===== src/rtl/unary_ramp.sv =====
// Thermometer-code ramp generator: accepts a target count and steps a registered
// unary vector one code per clock toward it. Optional macro: UNARY_RAMP_COMPLIMENT_EN.
module unary_ramp #(
    parameter int unsigned W  = 16,
    parameter int unsigned CW = $clog2(W) + 1
) (
    input  logic          clk,
    input  logic          arst_n,
    input  logic          i_tgt_vld,
    input  logic [CW-1:0] i_tgt,
    input  logic          i_tgt_cmpl,
    output logic          o_tgt_rdy,
    input  logic          i_abort,
    output logic [W-1:0]  o_x,
    output logic [CW-1:0] o_cnt,
    output logic          o_busy,
    output logic          o_done,
    output logic          o_is_compliment
);

    localparam logic [CW-1:0] MAX_CNT = CW'(W - 1);

    typedef enum logic [1:0] {
        S_IDLE = 2'd0,
        S_UP   = 2'd1,
        S_DN   = 2'd2
    } state_e;

    state_e        state_q, state_d;
    logic [CW-1:0] cnt_q, cnt_d;
    logic [CW-1:0] tgt_q, tgt_d;
    logic          cmpl_q, cmpl_d;
    logic [W-1:0]  x_q, x_d;
    logic          done_q, done_d;
    logic          busy_q, busy_d;
    logic [CW-1:0] tgt_sat;
    logic          accept;

    function automatic logic [W-1:0] therm(input logic [CW-1:0] c);
        logic [W-1:0] r;
        r = '0;
        for (int i = 0; i < int'(W); i++) begin
            r[i] = (CW'(i) < c);
        end
        return r;
    endfunction

    assign o_tgt_rdy = (state_q == S_IDLE) & ~i_abort;
    assign accept    = i_tgt_vld & o_tgt_rdy;
    assign tgt_sat   = (i_tgt > MAX_CNT) ? MAX_CNT : i_tgt;

`ifndef UNARY_RAMP_COMPLIMENT_EN
    logic unused_tgt_cmpl;
    assign unused_tgt_cmpl = i_tgt_cmpl;
`endif

    // Next-state: accept in IDLE, step one code per cycle while ramping, abort holds code
    always_comb begin
        state_d = state_q;
        cnt_d   = cnt_q;
        tgt_d   = tgt_q;
        cmpl_d  = cmpl_q;
        done_d  = 1'b0;
        case (state_q)
            S_IDLE: begin
                if (accept) begin
                    tgt_d = tgt_sat;
`ifdef UNARY_RAMP_COMPLIMENT_EN
                    cmpl_d = i_tgt_cmpl;
`endif
                    if (tgt_sat > cnt_q) begin
                        state_d = S_UP;
                    end else if (tgt_sat < cnt_q) begin
                        state_d = S_DN;
                    end else begin
                        done_d = 1'b1;
                    end
                end
            end
            S_UP: begin
                if (i_abort) begin
                    state_d = S_IDLE;
                end else begin
                    cnt_d = cnt_q + CW'(1);
                    if (cnt_d == tgt_q) begin
                        state_d = S_IDLE;
                        done_d  = 1'b1;
                    end
                end
            end
            S_DN: begin
                if (i_abort) begin
                    state_d = S_IDLE;
                end else begin
                    cnt_d = cnt_q - CW'(1);
                    if (cnt_d == tgt_q) begin
                        state_d = S_IDLE;
                        done_d  = 1'b1;
                    end
                end
            end
            default: state_d = S_IDLE;
        endcase
        busy_d = (state_d != S_IDLE);
        x_d    = therm(cnt_d) ^ {W{cmpl_d}};
    end

    always_ff @(posedge clk or negedge arst_n) begin
        if (!arst_n) begin
            state_q <= S_IDLE;
            cnt_q   <= '0;
            tgt_q   <= '0;
            cmpl_q  <= 1'b0;
            x_q     <= '0;
            done_q  <= 1'b0;
            busy_q  <= 1'b0;
        end else begin
            state_q <= state_d;
            cnt_q   <= cnt_d;
            tgt_q   <= tgt_d;
            cmpl_q  <= cmpl_d;
            x_q     <= x_d;
            done_q  <= done_d;
            busy_q  <= busy_d;
        end
    end

    assign o_x             = x_q;
    assign o_cnt           = cnt_q;
    assign o_busy          = busy_q;
    assign o_done          = done_q;
    assign o_is_compliment = cmpl_q;

endmodule

===== config.mk =====
export PLATFORM = sky130hd
export DESIGN_NAME = unary_ramp
export DESIGN_NICKNAME = d
export VERILOG_FILES = /design/src/rtl/unary_ramp.sv
export SDC_FILE = /design/constraint.sdc
export NUM_CORES = 1
export LEC_CHECK = 0
export CAP_MARGIN = 20
export CORE_ASPECT_RATIO = 1.1
export CORE_MARGIN = 2
export CORE_UTILIZATION = 40
export CTS_CLUSTER_SIZE = 14
export DETAILED_ROUTE_END_ITERATION = 8
export PLACE_DENSITY = 0.73
export RECOVER_POWER = 25
export SYNTH_ARGS = -nofsm -noshare
export SYNTH_HDL_FRONTEND = slang
export SYNTH_SLANG_ARGS = --single-unit

===== constraint.sdc =====
create_clock -name clk -period 2.6 [get_ports clk]
set_clock_uncertainty 0.05 [all_clocks]
set_input_delay 0.78 -clock clk [delete_from_list [all_inputs] [get_ports clk]]
set_output_delay 0.78 -clock clk [all_outputs]
set_load 0.05 [all_outputs]

==> results.sh, run 1 <==
export IMPL_drt_iter0_drc=84
export IMPL_dp_hpwl_um=2880
export IMPL_antenna_found_initial=0
export IMPL_portBuffers=32
export IMPL_hold_violations=0
export IMPL_synth_cell_type_count=55
export IMPL_antenna_cells=0
export IMPL_postCtsSetupBuffers=0
export IMPL_synth_avg_cell_area_um2=10.3
export IMPL_core_region_area_um2=4320
export IMPL_cts_clk_slew_worst_paths_ps=70
export IMPL_die_area_um2=5090
export IMPL_path_cells="clkdlybuf4s50_1 > nor2b_1 > buf_12"
export IMPL_synth_largest_area_cell="dfrtp_1"
export IMPL_ys_seq_elements=29
export IMPL_areaGrowthSynthToFinish_pct=28.7
export IMPL_die_x_um=68.2
export IMPL_p_leak_nw=1.07
export IMPL_io_pins=35
export IMPL_nets=239
export IMPL_placed_cell_area_um2=2210
export IMPL_vias=1459
export IMPL_worst_slew_pin_slew_ps=697
export IMPL_die_h_um=74.7
export IMPL_seq_area_frac_synth_pct=40.0
export IMPL_setup_tns_ps=0
export IMPL_avgRoutedWirePerCell_um=14.1
export IMPL_power_density_nw_per_um2=1380
export IMPL_cap_viol_max_count=0
export IMPL_cp_slowest_cell="clkdlybuf4s50_1"
export IMPL_gp_congestion=0.869
export IMPL_setup_viol=0
export IMPL_clock_root_buffer="clkbuf_8"
export IMPL_fin_crit_sh_pct=97.8
export IMPL_critPathMaxFanout=4
export IMPL_outcome="finished, final reports clean"
export IMPL_layout_drive_gt1_share_pct=20.5
export IMPL_worstSetupPathType="input pin to output port"
export IMPL_max_freq_mhz=393
export IMPL_synth_flop_cell="dfrtp_1"
export IMPL_cp_num_buf_inv=2
export IMPL_crit_cells=3
export IMPL_cp_end_kind="output port"
export IMPL_clock_sinks=29
export IMPL_pre_cts_slack_ps=-296
export IMPL_overflow=0
export IMPL_start_util_pct=42.1
export IMPL_slew_viol_final=0
export IMPL_grt_pass1_vias=1426
export IMPL_cts_hold_buf=0
export IMPL_fin_util_pct=54.1
export IMPL_critical_path_top_delay_family="buffers and inverters"
export IMPL_rr_worst_depth=6
export IMPL_routed_wl_um=3840
export IMPL_clk_latency_ps=280
export IMPL_clock_path_buffers=2
export IMPL_synth_edf_count=0
export IMPL_grt_total_usage_pct=17.0
export IMPL_hold_path_cell_count=2
export IMPL_cts_made_buffers=5
export IMPL_slew_limit_headroom_pct=53.5
export IMPL_yosys_warnings=0
export IMPL_drc=0
export IMPL_ir_worst_vdd_mv=0.711
export IMPL_synthCells=177
export IMPL_finalPower_mw=3.23
export IMPL_synth_area_leaders="dfrtp_1, ha_1, xnor2_1"
export IMPL_arrival_ps=1710
export IMPL_synth_top_area_share_pct=40.0
export IMPL_grt_setup_unrepaired="no"
export IMPL_ant_nets=0
export IMPL_core_rowCount=25
export IMPL_htree_levels=2
export IMPL_worst_setup_path_start_kind="input pin"
export IMPL_grt_pass1_wl_um=6430
export IMPL_grt_max_degree=30
export IMPL_layout_min_cycle_time_ps=2540
export IMPL_cts_tree="yes"
export IMPL_via_per_inst=5.34
export IMPL_cp_required_ps=1770
export IMPL_final_area_um2=2340
export IMPL_synth_area_um2=1820
export IMPL_async_flop_share_pct=100
export IMPL_firstDrtPassIters=4
export IMPL_hold_class="flop to flop"
export IMPL_layout_setup_ws_ps=56.7
export IMPL_critical_path_max_stage_delay_ps=480
power breakdown:
part | internal [mW] | switching (mW)
Combinational | 0.783 | 1.24
Sequential | 0.620 | 0.121
Clock | 0.286 | 0.179
Total | 1.69 | 1.54
state kept, by name, summed over array words and instances (netlist names):
register and cells:
o_x 15, o_busy 1, tgt_q 5, state_q 2
o_done 1, o_cnt 5
cells in the mapped netlist (4+ instances only):
| library cell | instances |
|---|---|
| a21oi_1 | 4 |
| buf_6 | 4 |
| dfrtp_1 | 29 |
| ha_1 | 11 |
| inv_1 | 13 |
| nand2_1 | 11 |
| nand2b_1 | 4 |
| nand3_1 | 5 |
| nor2_1 | 9 |
| nor2b_1 | 4 |
| nor3_1 | 5 |
| o21ai_0 | 11 |
| xnor2_1 | 8 |
worst reg2reg max path, cell delays in order, from the launching register on:
cell and delay, ps:
dfrtp_1 460, ha_1 320, nor3b_1 180, o21a_1 180, o311ai_1 580, a222oi_1 230
a21oi_1 160
per-layer routing:
layer | track usage, % | vias to the layer above | share of wire [%]
met1 | 21.9 | 699 | 46
met4 | 5.78 | 0 | 0.60
met2 | 27.0 | 45 | 47
met5 | 0 | - | 0
li1 | - | 713 | -
met3 | 5.83 | 2 | 7.1
worst paths after layout:
kind | from | end | slack, ps
worst max-delay path | i_abort | o_tgt_rdy | 60
worst min-delay path | tgt_q[0] | tgt_q[0] | 500
worst max register to register | o_cnt[1] | state_q[0] | 360
worst min register to register | tgt_q[0] | tgt_q[0] | 500
max in group asynchronous | arst_n | o_done | 1040
min in group asynchronous | arst_n | o_x[5] | 1020
layout make-up:
class                   instances  area (µm²)
fillers                       387        1980
clock buffers                   5        68.8
clock inverters                 3        46.3
inverters                      13        48.8
well taps                      54        67.6
multi-input cells             127         982
repair buffers                 42         398
flip-flops and latches         29         726
layout by cell type (no fill, tap or decap), types with 2 or more instances in the layout:
cell type / count
nor2b_1: 4
inv_1: 13
a221oi_1: 2
clkbuf_8: 5
a222oi_1: 2
nand3_1: 5
ha_1: 11
nand2_1: 11
or2_2: 2
buf_4: 12
nand2b_1: 4
o21ai_1: 4
dfrtp_1: 29
a21oi_1: 3
conb_1: 2
o221ai_1: 3
nor3_1: 5
a21o_1: 2
o311ai_1: 2
nor2_1: 9
clkdlybuf4s50_1: 26
xnor2_1: 8
nand4_1: 2
o21ai_0: 10
mux2_2: 3
a22oi_1: 2
stage by stage:
| stage | cells | hold WS (ps) |
|---|---|---|
| after floorplan | 178 | 420 |
| after global placement | 265 | 469 |
| after detailed placement | 265 | 475 |
| after CTS | 273 | 497 |
| after global routing | 273 | 510 |
| final | 273 | 495 |
logic make-up after synthesis:
family          after synthesis  share of synthesized area, %
mux                           4                          2.41
xor+xnor                     10                          5.24
buf+inv                      22                          6.82
compound gates               46                          20.5
flops                        29                          40.0
simple gates                 54                          17.2
other cells                   1                         0.207
fa+ha+maj                    11                          7.58
what timing repair did:
action                     in CTS  in global routing
gates resized for setup         0                  5
setup endpoints to repair       1                  3
pin swaps                       1                  5
Note: power is estimated with default switching activity, not from simulation.
==> run 2: changes to the inputs <==
Clock period 2.6 ns to 2.7 ns, I/O delays scaled along.
==> results.sh, run 2 (synthesis results as in run 1) <==
export IMPL_top_usage_layer="met2"
export IMPL_clock_path_buffers=2
export IMPL_path_cells="clkdlybuf4s50_1 > nor2b_1 > buf_12"
export IMPL_grt_pass1_vias=1484
export IMPL_grt_pass1_wl_um=6780
export IMPL_power_density_nw_per_um2=1340
export IMPL_slew_viol_final=0
export IMPL_start_util_pct=42.1
export IMPL_clock_sinks=29
export IMPL_dp_cells=264
export IMPL_final_cell_mix="clkdlybuf4s50_1, dfrtp_1, inv_1"
export IMPL_p_leak_nw=1.05
export IMPL_critical_path_max_stage_delay_ps=510
export IMPL_via_per_inst=5.30
export IMPL_largest_register_ffs=15
export IMPL_clk_latency_ps=290
export IMPL_grt_setup_unrepaired="no"
export IMPL_hold_violations=0
export IMPL_cts_tree="yes"
export IMPL_layout_drive_gt1_share_pct=19.3
export IMPL_arrival_ps=1790
export IMPL_routed_wl_um=3930
export IMPL_setup_tns_ps=0
export IMPL_critical_path_top_delay_family="buffers and inverters"
export IMPL_firstDrtPassIters=4
export IMPL_clock_root_buffer="clkbuf_8"
export IMPL_vias=1441
export IMPL_critPathMaxFanout=5
export IMPL_outcome="finished, final reports clean"
export IMPL_dp_hpwl_um=2850
export IMPL_cts_clk_slew_worst_paths_ps=70
export IMPL_use_met3_pct=6.13
export IMPL_layout_setup_ws_ps=47.6
export IMPL_setup_viol=0
export IMPL_die_x_um=68.2
export IMPL_ant_nets=0
export IMPL_io_pins=35
export IMPL_cts_made_buffers=5
export IMPL_ir_worst_vdd_mv=0.726
export IMPL_drt_iter0_drc=58
export IMPL_layout_min_cycle_time_ps=2650
export IMPL_worst_setup_path_start_kind="input pin"
export IMPL_finalPower_mw=3.12
export IMPL_worst_slew_pin_slew_ps=702
export IMPL_die_h_um=74.7
export IMPL_areaGrowthSynthToFinish_pct=28.7
export IMPL_gp_congestion=0.901
export IMPL_slew_limit_headroom_pct=53.2
export IMPL_core_region_area_um2=4320
export IMPL_layout_commonest_cell="clkdlybuf4s50_1"
export IMPL_placed_cell_area_um2=2210
export IMPL_die_area_um2=5090
export IMPL_core_rowCount=25
export IMPL_drc=0
export IMPL_nets=238
export IMPL_fin_util_pct=54.1
export IMPL_grt_total_usage_pct=18.2
export IMPL_cp_num_buf_inv=2
export IMPL_worstSetupPathType="input pin to output port"
export IMPL_fin_crit_sh_pct=98.2
export IMPL_portBuffers=32
export IMPL_antenna_cells=0
export IMPL_grtUsageMet1_pct=22.3
export IMPL_cap_viol_max_count=0
export IMPL_avgRoutedWirePerCell_um=14.4
export IMPL_overflow=0
export IMPL_cp_slowest_cell="clkdlybuf4s50_1"
export IMPL_antenna_found_initial=0
export IMPL_cp_end_kind="output port"
export IMPL_grt_max_degree=30
export IMPL_fin_cells=272
export IMPL_pre_cts_slack_ps=-224
export IMPL_hold_class="flop to flop"
export IMPL_r2r_slack_ps=330
export IMPL_max_freq_mhz=377
export IMPL_cp_required_ps=1840
export IMPL_final_area_um2=2340
export IMPL_worst_hold_slack_ps=472
export IMPL_htree_levels=2
export IMPL_use_met2_pct=28.4
## run 2: cell count changes in the layout (fill, tap and decap cells not counted), sizes merged
cell	change
buf	-4
clkdlybuf4s50	+4
dlymetal6s2s	-1
## run 2: metal layers
metal | wire [µm] | share of wire (%) | vias up
met3 | 232 | 5.9 | 11
met5 | 0 | 0 | -
met1 | 1820 | 46 | 686
met4 | 119 | 3.0 | 0
met2 | 1760 | 45 | 33
li1 | - | - | 711
## run 2: what timing repair did
item | CTS | global route
endpoints found under the setup margin | 0 | 2
setup buffers | 0 | 0
hold buffers | 0 | 0
gates resized for setup | 0 | 3
## run 2: final timing paths
kind                            startpoint    endpoint  depth (start not counted)
worst max-delay path               i_abort   o_tgt_rdy                          3
worst min-delay path              tgt_q[0]    tgt_q[0]                          2
worst max register to register    o_cnt[0]  state_q[1]                          6
worst min register to register    tgt_q[0]    tgt_q[0]                          2
max in group asynchronous           arst_n    tgt_q[0]                          2
min in group asynchronous           arst_n  state_q[1]                          2
## run 2: cell type report
cell class                      count  area [µm²]
Tap cell                           54        67.6
Timing Repair Buffer               41         395
Clock buffer                        5        68.8
Inverter                           13        48.8
Multi-Input combinational cell    127         985
Sequential cell                    29         726
Clock inverter                      3        46.3
Fill cell                         404        1980
## run 2: worst reg2reg max path: stages, from the launching register on
cell	delay (ps)
dfrtp_1	520
ha_1	390
nor3b_1	180
o21a_1	170
o311ai_1	580
a221oi_1	190
o22ai_1	200
## run 2: report_power, final
| group | leakage (nW) | internal (mW) | total (mW) | switching (mW) |
|---|---|---|---|---|
| Combinational | 0.618 | 0.748 | 1.96 | 1.21 |
| Clock | 0.0543 | 0.276 | 0.460 | 0.184 |
| Sequential | 0.377 | 0.597 | 0.703 | 0.106 |
| Total | 1.05 | 1.62 | 3.12 | 1.50 |
==> run 3: changes to the inputs <==
Settings changed: ABC_AREA set to 1, ABC_CLOCK_PERIOD_IN_PS set to 2700, CTS_CLUSTER_SIZE 14 to unset, PLACE_DENSITY 0.73 to 0.74.
==> results.sh, run 3 <==
export IMPL_cp_required_ps=1840
export IMPL_gp_congestion=0.891
export IMPL_areaGrowthSynthToFinish_pct=28.6
export IMPL_layout_drive_gt1_share_pct=13.8
export IMPL_ir_worst_vdd_mv=0.617
export IMPL_synth_largest_area_cell="dfrtp_1"
export IMPL_ys_seq_elements=29
export IMPL_clock_root_buffer="clkbuf_8"
export IMPL_cts_made_buffers=5
export IMPL_yosysMostFrequentCell="nand2_1"
export IMPL_portBuffers=32
export IMPL_die_h_um=73.6
export IMPL_clock_sinks=29
export IMPL_avgRoutedWirePerCell_um=11.8
export IMPL_pre_cts_slack_ps=-139
export IMPL_min_from="tgt_q[1]"
export IMPL_drt_iter0_drc=106
export IMPL_overflow=0
export IMPL_num_fill_cells=421
export IMPL_layout_commonest_cell="nand2_1"
export IMPL_crit_start="i_abort"
export IMPL_outcome="finished, final reports clean"
export IMPL_slew_viol_final=0
export IMPL_drc=0
export IMPL_die_area_um2=4950
export IMPL_firstDrtPassIters=4
export IMPL_vias=1628
export IMPL_synth_cell_type_count=24
export IMPL_ff_latch_area_um2=726
export IMPL_final_area_um2=2270
export IMPL_core_region_area_um2=4250
export IMPL_ant_nets=0
export IMPL_io_pins=35
export IMPL_power_density_nw_per_um2=1130
export IMPL_ys_top_cells_by_count="nand2_1, dfrtp_1, inv_1, nand3_1, nor2_1"
export IMPL_cts_tree="yes"
export IMPL_grt_max_degree=30
export IMPL_yosys_warnings=0
export IMPL_async_flop_share_pct=100
export IMPL_grt_pass1_wl_um=6600
export IMPL_multi_input_area_um2=862
export IMPL_critPathMaxFanout=3
export IMPL_synth_edf_count=0
export IMPL_postCtsSetupBuffers=0
export IMPL_core_rowCount=25
export IMPL_htree_levels=2
export IMPL_grt_setup_unrepaired="no"
export IMPL_synth_area_leaders="dfrtp_1, nand2_1, ha_1"
export IMPL_fin_crit_sh_pct=96.1
export IMPL_fin_cells=330
export IMPL_layout_min_cycle_time_ps=2590
export IMPL_antenna_cells=0
export IMPL_final_cell_mix="nand2_1, clkdlybuf4s50_1, dfrtp_1, inv_1, nand3_1"
export IMPL_hold_class="flop to flop"
export IMPL_worst_slew_pin_slew_ps=716
export IMPL_placed_cell_area_um2=2180
export IMPL_grt_pass1_vias=1524
export IMPL_dp_cells=322
export IMPL_grt_total_usage_pct=18.0
export IMPL_hold_path_cell_count=2
export IMPL_arrival_ps=1730
export IMPL_cts_hold_buf=0
export IMPL_worst_setup_path_start_kind="input pin"
export IMPL_worstSetupPathType="input pin to output port"
export IMPL_hold_violations=0
export IMPL_layout_setup_ws_ps=106
export IMPL_seq_area_frac_synth_pct=41.2
export IMPL_via_per_inst=4.93
export IMPL_ctsResizeCount=0
export IMPL_slew_limit_headroom_pct=52.2
export IMPL_dp_hpwl_um=2970
export IMPL_antenna_found_initial=0
export IMPL_cp_end_kind="output port"
export IMPL_cap_viol_max_count=0
export IMPL_synthCells=233
export IMPL_rr_worst_depth=11
export IMPL_clock_path_buffers=2
export IMPL_start_util_pct=41.4
export IMPL_fin_util_pct=53.3
export IMPL_routed_wl_um=3880
export IMPL_cts_clk_slew_worst_paths_ps=70
export IMPL_nets=296
export IMPL_reg2reg_from="o_cnt[0]"
export IMPL_setup_viol=0
export IMPL_largest_register_ffs=15
export IMPL_synth_area_um2=1760
export IMPL_setup_tns_ps=0
export IMPL_p_leak_nw=1.18
export IMPL_synth_avg_cell_area_um2=7.56
export IMPL_die_x_um=67.3
export IMPL_synth_top_area_share_pct=41.2
export IMPL_max_freq_mhz=386
export IMPL_clk_latency_ps=290
export IMPL_synth_flop_cell="dfrtp_1"
## run 3: changes by cell type in the layout (fill, tap and decap cells not counted), sizes merged, moves of 6 or more
cell / change
nor3: -6
nand2: +58
xnor2: -8
nor2: +13
inv: +22
nand3: +19
## run 3: path summary, 6_finish.rpt
| kind | to | slack, ps |
|---|---|---|
| worst max-delay path | o_tgt_rdy | 110 |
| worst min-delay path | tgt_q[1] | 480 |
| worst max register to register | o_busy | 490 |
| worst min register to register | tgt_q[1] | 480 |
| max in group asynchronous | o_busy | 1080 |
| min in group asynchronous | o_x[7] | 1050 |
## run 3: final cells by class
| cell class | instances | share of cell area, % |
|---|---|---|
| multi-input cells | 165 | 38.0 |
| inverters | 35 | 5.80 |
| clock buffers | 5 | 3.04 |
| repair buffers | 39 | 17.3 |
| flip-flops and latches | 29 | 32.0 |
| well taps | 54 | 2.98 |
| clock inverters | 3 | 0.773 |
## run 3: per-stage QoR
stage               hold WS [ps]  power (mW)
CTS                          484        2.57
floorplan                    418        1.78
finish                       482        2.56
global route                 511        2.76
detailed placement           466        2.21
global placement             453        2.19
## run 3: power breakdown
part / switching (mW) / internal (mW)
registers: 0.0980 / 0.564
clock network: 0.169 / 0.177
logic: 1.03 / 0.523
## run 3: kinds of logic after synthesis
group,share of synthesized area [%]
AOI/OAI and AO/OA,9.23
other,0.213
xor gates and xnor gates,0.497
DFF,41.2
and+or+nand+nor,30.8
buffers and inverters,10.2
adders and majority gates,7.81
## run 3: critical path, stage by stage
cell and delay [ps]:
clkdlybuf4s50_1 480, nor2_1 270, buf_12 180
## run 3: metal layers
layer  vias up  track usage, %  wire [µm]
li1        824               -          -
met4         0            8.62        109
met2        43            28.1       1830
met3         7            4.75        198
met5         -               0          0
met1       754            23.1       1750
==> RTL edit, RTL diff (settings of run 3) <==
Change the parameter `W` from 16 to 32.
--- a/src/rtl/unary_ramp.sv
+++ b/src/rtl/unary_ramp.sv
@@ -2,5 +2,5 @@
 // unary vector one code per clock toward it. Optional macro: UNARY_RAMP_COMPLIMENT_EN.
 module unary_ramp #(
-    parameter int unsigned W  = 16,
+    parameter int unsigned W  = 32,
     parameter int unsigned CW = $clog2(W) + 1
 ) (
Ports: changed (resized i_tgt, o_cnt and o_x); port bits go from 35 to 53. The function was not compared with the original's and may differ.
==> RTL edit against run 3 <==
  * Synthesized area rose by 51%
  * Setup slack got worse by 6.1 ps
  * Total power rose by 90%
  * Design area rose by 50%
  * Critical path depth did not move
  * Combinational power rose by 110%
  * Via count rose by 39%
  * Wire length rose by 54%
  * Sequential cell count rose by 18
  * Critical path type unchanged
  * Critical endpoint unchanged
  * Largest power group unchanged
==> RTL edit: results (changes against run 3) <==
status: "complete, no violations"
grt_start_max_net_pins: 19  # -37%
clockBufferDepth: 2  # unchanged
finish.net_count: 406  # +37%
post_synth_most_frequent_cells: "83 x sky130_fd_sc_hd__nand2_1, 47 x sky130_fd_sc_hd__dfrtp_1, 34 x sky130_fd_sc_hd__nand3_1"
ys_seq_area_share_pct: 44.2  # +3.0 points
routedLengthMet1_mm: 2.62  # +50%
met3RoutedLength_microns: 416  # +110%
rr_endpoint: "o_x[22]$_DFF_PN0_"
worst_r2r_path_depth: 13  # +2
numPlacedInstances: 458  # +42%
fillers: 611  # +45%
netlist_instances: 318  # +36%
grt_antenna_before_repair: 0  # unchanged
highest_layer: "met4"
register_area_sq_mm: 0.00118  # +62%
rr_startpoint: "o_cnt[1]$_DFF_PN0_"
routed_wl_mm: 5.98  # +54%
grt_pass1_vias: 2182  # +43%
htreeDepth: 2  # unchanged
post-place-ws_ps: -244  # -105 ps
final_cell_count_no_fill: 466  # +41%
place_hpwl_mm: 4.63  # +56%
vias_per_cell: 4.86  # -1.5%
gr-usage-met3_pct: 5.10  # +0.35 points
1st_pass_router_iterations: 5  # +1
cp-endpoint: "o_tgt_rdy"
ys.warnings.count: 0  # unchanged
largest_register_ff_count: 31  # +16
met2WireLength_mm: 2.81  # +54%
cp_top_family: "buffers and inverters"
crit_path_start: "i_abort"
post_route_cells_drive_above_1_share_pct: 18.2  # +4.5 points
finalHoldWorstSlack_ps: 454  # -27.6 ps
worstHoldPathType: "in -> async"
arrival_time_at_the_worst_endpoint_ps: 1740
numPortBuffers: 50  # +56%
reg2reg_slack_ps: 450  # -40 ps
worst_ir_drop_vdd_mv: 0.885  # +44%
grt_first_pass_wirelength_mm: 10.2  # +54%
ys_types: 31  # +29%
met2_usage_pct: 30.2  # +2.1 points
groute.layer.met1.usage_pct: 23.3  # +0.23 points
worst-path-max-fanout: 3  # unchanged
fin_crit_sh_pct: 96.3  # +0.23 points
clk_transition_reported_paths_ps: 100  # +30 ps
synthArstFlopShare_pct: 100  # unchanged
dr.first_iter.drc_count: 193  # +82%
detailed_place.area_sq_mm: 0.00331  # +52%
synth_area_leaders: "sky130_fd_sc_hd__dfrtp_1 44%, sky130_fd_sc_hd__nand2_1 12%, sky130_fd_sc_hd__nand3_1 6.4%, sky130_fd_sc_hd__ha_1 5.6%, sky130_fd_sc_hd__inv_1 4.4%"
place_congestion: 0.920  # +3.2%
gr-usage-all-layers_pct: 18.2  # +0.26 points
total_leakage_power_nw: 1.71  # +45%
slew_limit_headroom_pct: 36.0  # -16 points
RTL edit: changes by cell type in the layout (fill, tap and decap cells not counted), moves of 4 or more:
cell,before,now
sky130_fd_sc_hd__nand2_1,65,83
sky130_fd_sc_hd__a21oi_2,0,5
sky130_fd_sc_hd__a31oi_1,4,0
sky130_fd_sc_hd__nand3_1,24,34
sky130_fd_sc_hd__nor2_4,1,5
sky130_fd_sc_hd__inv_2,7,11
sky130_fd_sc_hd__dfrtp_1,29,47
sky130_fd_sc_hd__nor2_1,17,21
sky130_fd_sc_hd__buf_4,5,13
sky130_fd_sc_hd__o21ai_1,3,8
sky130_fd_sc_hd__nand2_4,0,4
sky130_fd_sc_hd__clkdlybuf4s50_1,30,45
RTL edit: kinds of logic (layout without fill, tap and decap cells):
kind of cell / Yosys count / in the layout / synth area share [%]
flops: 47 / 47 / 44.2
other cells: 1 / 2 / 0.141
simple gates: 167 / 167 / 31.0
buf+inv: 52 / 117 / 8.92
compound gates: 39 / 39 / 10.2
fa+ha+maj: 12 / 12 / 5.64
RTL edit: area by class of cell:
class	instances	area share, %
Tap cell	82	3.02
Clock inverter	3	0.663
Timing Repair Buffer	63	17.4
Multi-Input combinational cell	220	37.0
Sequential cell	47	34.6
Clock buffer	5	2.03
Inverter	46	5.23
RTL edit: timing repair:
item,CTS,global route
setup endpoints to repair,0,3
gates resized for setup,0,2
setup buffers,0,0
RTL edit: report_power, final:
group | total (mW) | switching, mW | internal, mW | leakage, nW
logic | 3.27 | 2.21 | 1.06 | 1.06
registers | 1.16 | 0.164 | 0.999 | 0.605
clock network | 0.446 | 0.258 | 0.188 | 0.0489
total | 4.88 | 2.63 | 2.25 | 1.71
